`src/rtl/muldiv_seq_ctrl.sv`:
```
// Multi-cycle sequencer for the EX-stage multiply/divide unit.
// Stalls the pipeline for a per-op cycle count, then opens the HI/LO write.
module muldiv_seq_ctrl #(
    parameter int         MUL_CYCLES = 32,
    parameter int         DIV_CYCLES = 32,
    parameter int         CNT_W      = 6,
    parameter logic [5:0] F_MULT     = 6'b011000,
    parameter logic [5:0] F_MULTU    = 6'b011001,
    parameter logic [5:0] F_DIV      = 6'b011010,
    parameter logic [5:0] F_DIVU     = 6'b011011,
    parameter logic [5:0] OUT_CODE   = 6'b111111,
    parameter logic [5:0] IDLE_CODE  = 6'b000000
) (
    input  logic       clk,
    input  logic       rst_n,
    input  logic       start,
    input  logic [5:0] funct,
    input  logic       cancel,
    output logic [5:0] alu_ctrl,
    output logic       op_load,
    output logic       busy,
    output logic       stall,
    output logic       hilo_we,
    output logic       done,
    output logic       illegal
);

    localparam int MAX_N = (MUL_CYCLES > DIV_CYCLES) ? MUL_CYCLES : DIV_CYCLES;
    localparam logic [CNT_W-1:0] MUL_LAST = CNT_W'(MUL_CYCLES - 1);
    localparam logic [CNT_W-1:0] DIV_LAST = CNT_W'(DIV_CYCLES - 1);

    // The RUN counter only has to reach N-1, so 2**CNT_W >= N is enough.
    generate
        if (MUL_CYCLES < 1 || DIV_CYCLES < 1 || MAX_N > (1 << CNT_W)) begin : g_bad_cfg
            $error("muldiv_seq_ctrl: cycle counts must be >=1 and fit CNT_W");
        end
    endgenerate

    typedef enum logic [1:0] {
        S_IDLE,
        S_LOAD,
        S_RUN,
        S_WRITE
    } state_t;

    state_t           r_state;
    state_t           w_next;
    logic [CNT_W-1:0] r_cnt;
    logic [CNT_W-1:0] w_cnt_next;
    logic [5:0]       r_op;
    logic [5:0]       w_op_next;
    logic [5:0]       r_alu;
    logic [5:0]       w_alu_next;
    logic             r_op_load;
    logic             r_busy;
    logic             r_hilo_we;
    logic             r_illegal;
    logic             w_ill_next;
    logic             w_legal;
    logic             w_is_mul;
    logic             w_last;

    assign w_legal  = (funct == F_MULT) || (funct == F_MULTU) ||
                      (funct == F_DIV)  || (funct == F_DIVU);
    assign w_is_mul = (r_op == F_MULT) || (r_op == F_MULTU);
    assign w_last   = r_cnt == (w_is_mul ? MUL_LAST : DIV_LAST);

    always_comb begin
        w_next     = r_state;
        w_cnt_next = r_cnt;
        w_op_next  = r_op;
        w_ill_next = 1'b0;
        unique case (r_state)
            S_IDLE: begin
                // Cancel outranks start, so a flushed request raises nothing.
                if (start && !cancel) begin
                    if (w_legal) begin
                        w_next    = S_LOAD;
                        w_op_next = funct;
                    end else begin
                        w_ill_next = 1'b1;
                    end
                end
            end
            S_LOAD: begin
                w_cnt_next = '0;
                w_next     = cancel ? S_IDLE : S_RUN;
            end
            S_RUN: begin
                if (cancel) begin
                    w_next     = S_IDLE;
                    w_cnt_next = '0;
                end else if (w_last) begin
                    w_next     = S_WRITE;
                    w_cnt_next = '0;
                end else begin
                    w_cnt_next = r_cnt + 1'b1;
                end
            end
            S_WRITE: begin
                w_next = S_IDLE;
            end
        endcase
    end

    always_comb begin
        w_alu_next = IDLE_CODE;
        unique case (w_next)
            S_IDLE:  w_alu_next = IDLE_CODE;
            S_LOAD:  w_alu_next = w_op_next;
            S_RUN:   w_alu_next = w_op_next;
            S_WRITE: w_alu_next = OUT_CODE;
        endcase
    end

    always_ff @(posedge clk or negedge rst_n) begin
        if (!rst_n) begin
            r_state   <= S_IDLE;
            r_cnt     <= '0;
            r_op      <= '0;
            r_alu     <= IDLE_CODE;
            r_op_load <= 1'b0;
            r_busy    <= 1'b0;
            r_hilo_we <= 1'b0;
            r_illegal <= 1'b0;
        end else begin
            r_state   <= w_next;
            r_cnt     <= w_cnt_next;
            r_op      <= w_op_next;
            r_alu     <= w_alu_next;
            r_op_load <= w_next == S_LOAD;
            r_busy    <= w_next != S_IDLE;
            r_hilo_we <= w_next == S_WRITE;
            r_illegal <= w_ill_next;
        end
    end

    assign alu_ctrl = r_alu;
    assign op_load  = r_op_load;
    assign busy     = r_busy;
    assign hilo_we  = r_hilo_we;
    assign done     = r_hilo_we;
    assign illegal  = r_illegal;
    assign stall    = r_busy | (start & w_legal);

endmodule
```
`config.mk`:
```
export PLATFORM = sky130hd
export DESIGN_NAME = muldiv_seq_ctrl
export DESIGN_NICKNAME = d
export VERILOG_FILES = /design/src/rtl/muldiv_seq_ctrl.sv
export SDC_FILE = /design/constraint.sdc
export NUM_CORES = 1
export LEC_CHECK = 0
export BUFFER_PORTS_ARGS = -buffer_cell sky130_fd_sc_hd__buf_2
export CAP_MARGIN = 10
export CORE_MARGIN = 2
export CORE_UTILIZATION = 53
export CTS_CLUSTER_DIAMETER = 200
export DETAILED_ROUTE_END_ITERATION = 6
export HOLD_SLACK_MARGIN = 0.15
export MAX_ROUTING_LAYER = met4
export PLACE_DENSITY = 0.76
export SYNTH_ARGS = -nofsm -noshare
export SYNTH_HDL_FRONTEND = slang
export SYNTH_SLANG_ARGS = --single-unit
export TNS_END_PERCENT = 100
```
`constraint.sdc`:
```
create_clock -name clk -period 5.32 [get_ports clk]
set_clock_uncertainty 0.1 [all_clocks]
set_input_delay 0.266 -clock clk [delete_from_list [all_inputs] [get_ports clk]]
set_output_delay 0.266 -clock clk [all_outputs]
set_load 0.01 [all_outputs]
```
==> impl_metrics.toml <==
[min_path]
min_from = "cancel"
hold_class = "in -> reg"

[sta]
worst_slack_ps = 2650
slew_headroom_pct = 65.5
setup_tns_ps = 0
post-route-period-util_pct = 50.2
hold_viol_final = 0
maxSlewViolCount = 0
final-setup-viol-count = 0
period_needed_ps = 2670
fmax_ghz = 0.374
rsz0062_at_grt = "false"
tightest_slew_ps = 518

[setup_path]
end_kind = "flip-flop"
cp_data_arrival_time_ps = 2800
crit_family = "simple AND/OR/NAND/NOR gates"
crit_slowest_cell = "dfrtp_1"
worstPathRequired_ps = 5450
worstSetupPathType = "reg -> reg"
path_max_fanout = 6
critPathMaxStageDelay_ps = 430
critical_path.startpoint = "r_state[0]"
crit_chain = "inv_1 -> ha_1 -> nor2b_1 -> o21ai_0 -> o221a_1 -> ha_1 -> nor2b_1 -> nand2_1 -> o211ai_1"
timing.rr.start = "r_state[0]"
crit_buf_inv = 1
critPathLaunchType = "flip-flop"

[clock_tree]
ctsResizeCount = 0
max-clock-path-buffers = 2
clock-sinks = 24
root_buffer = "clkbuf_4"
clk-insertion-delay-late_ps = 310
cts_htree_levels = 1
post_cts_buffers = 0
cts_inserted_buffers = 3
clkTransAtPathRegs_ps = 130
cts_tree = "built"

[pwr]
swShare_pct = 33.6
intPower_mw = 0.380
p_sw_mw = 0.192
seq_power_share_pct = 41.9
power.share.combinational_pct = 35.6
pwr-share-clk_pct = 22.5
power_density_mw_per_mm2 = 415
p_leak_nw = 0.692
peakVddDrop_uv = 262

[synthesis]
yosysWarnings = 0
syn_inst = 105
yosys-top-cells-count = "24 x dfrtp_1, 8 x ha_1, 7 x inv_1"
synth_flop_cell = "dfrtp_1"
synth_top_area_cell = "dfrtp_1"
seq_area_frac_synth_pct = 50.9
synthesis.nets = 123
ys_ff_latch = 24
synth_top_area_share_pct = 50.9
synth.cell_area_mm2 = 0.00118
ys_types = 38
avgSynthCellArea_um2 = 11.2
synth_edf_count = 0
synth_most_common_cell = "dfrtp_1"
async_flop_share_pct = 100
synth_area_leaders = "dfrtp_1 51%, ha_1 8.5%, nor2b_1 2.7%, inv_1 2.2%, nand3_1 2.1%"

[die]
io_pins = 22
start_util_pct = 54.9
dieWidth_um = 51.2
die_h_um = 51.2
fp-row-count = 17
core_mm2 = 0.00215
die_area_mm2 = 0.00262

[routing]
routed_wl_um = 2140
vias = 876
drc = 0
wl_per_cell_um = 13.7
first_iter_violations = 11
dr.pass1.iters = 4
drt-vias-per-instance = 5.58
final_antenna_net_count = 0

[run]
maxCapViolations = 0

[global_routing]
antenna_found_initial = 0
grt_pass1_vias = 834
grt_pass1_wl_um = 3540
grt_overflow = 0
grt_max_degree = 25
track_usage_pct = 19.1

[placed_design]
place.gp.congestion = 0.917
post-place-ws_ps = 2700
dp_hpwl_um = 1570
io_buffers = 21

[final_layout]
fin_nets = 148
area_delta_synth_final_pct = 16.8
drive_gt1_share_pct = 26.4
fillCellCount = 177
diodes = 0

[run_status]
status = "finished clean"
repair_timing:
action	CTS	global route
endpoints found under the setup margin	0	0
hold buffers	3	0
hold endpoints to repair	27	0
routing by layer:
metal  GRT usage, %  vias to the layer above  wire length, um
li1               -                      423                -
met1           24.5                      414             1040
met2           28.4                       29              946
met3           2.63                       10               85
met4           12.6                        0               76
met5              -                        -                0
worst register-to-register path, stage by stage (launching register included):
cell	delay [ps]
dfrtp_1	430
inv_1	110
ha_1	190
nor2b_1	380
o21ai_0	170
o221a_1	260
ha_1	290
nor2b_1	350
nand2_1	110
o211ai_1	200
cells in the final DEF, fill, tap and decap left out, types with 3 or more instances in the layout:
| master | n |
|---|---|
| and2_1 | 3 |
| buf_2 | 21 |
| clkbuf_4 | 3 |
| dfrtp_1 | 24 |
| dlygate4sd3_1 | 3 |
| ha_1 | 8 |
| inv_1 | 7 |
| nand2_1 | 6 |
| nand3_1 | 5 |
| nor2b_1 | 5 |
| o211ai_1 | 3 |
| o21ai_0 | 5 |
power by group through the flow:
stage / Sequential [mW] / Combinational (mW) / Clock [mW]
floorplan: 0.243 / 0.147 / 0
global placement: 0.242 / 0.194 / 0
detailed placement: 0.243 / 0.202 / 0
CTS: 0.240 / 0.204 / 0.131
global route: 0.245 / 0.229 / 0.136
finish: 0.240 / 0.204 / 0.129
path summary, 6_finish.rpt:
kind	endpoint	cells past startpoint	slack, ps
max	alu_ctrl[0]	9	2650
min	r_cnt[0]	3	280
max reg2reg	alu_ctrl[0]	9	2650
min reg2reg	r_op[4]	2	360
max in group asynchronous	r_cnt[5]	2	4430
min in group asynchronous	r_cnt[4]	2	340
state kept, by name, summed over array words and instances, names as in the netlist:
| signal | flops |
|---|---|
| r_cnt | 6 |
| busy | 1 |
| op_load | 1 |
| r_state | 2 |
| alu_ctrl | 6 |
| done | 1 |
| r_op | 6 |
| illegal | 1 |
through the flow:
stage                     cell area (um^2)  total power, mW  utilization (%)  hold WS [ps]  cells
after floorplan                       1180            0.390                -          -130    105
after global placement                1290            0.435             60.3           164    150
after detailed placement              1290            0.445             60.3           171    150
after CTS                             1380            0.575             64.1           281    157
after global routing                  1380            0.610             64.1           298    157
final                                 1380            0.572             64.1           280    157
kinds of logic (layout without fill, tap and decap cells):
| kind of cell | after synthesis | count (layout) | share of synthesized area (%) |
|---|---|---|---|
| AO/OA/AOI/OAI | 20 | 20 | 12.3 |
| AND/OR/NAND/NOR | 38 | 38 | 20.4 |
| adder cells (fa/ha/maj) | 8 | 8 | 8.48 |
| multiplexers | 4 | 4 | 3.61 |
| buffers and inverters | 11 | 35 | 4.35 |
| flip-flops | 24 | 24 | 50.9 |
cell type report:
cell class	count	area, um^2	area share (%)
inverter	7	26.3	1.91
timing repair buffer	24	135	9.81
tap	28	35.0	2.54
multi-input combinational	70	528	38.3
clock inverter	1	30.0	2.18
clock buffer	3	22.5	1.63
sequential	24	601	43.6
No activity file was read; power rests on OpenSTA's default activity.
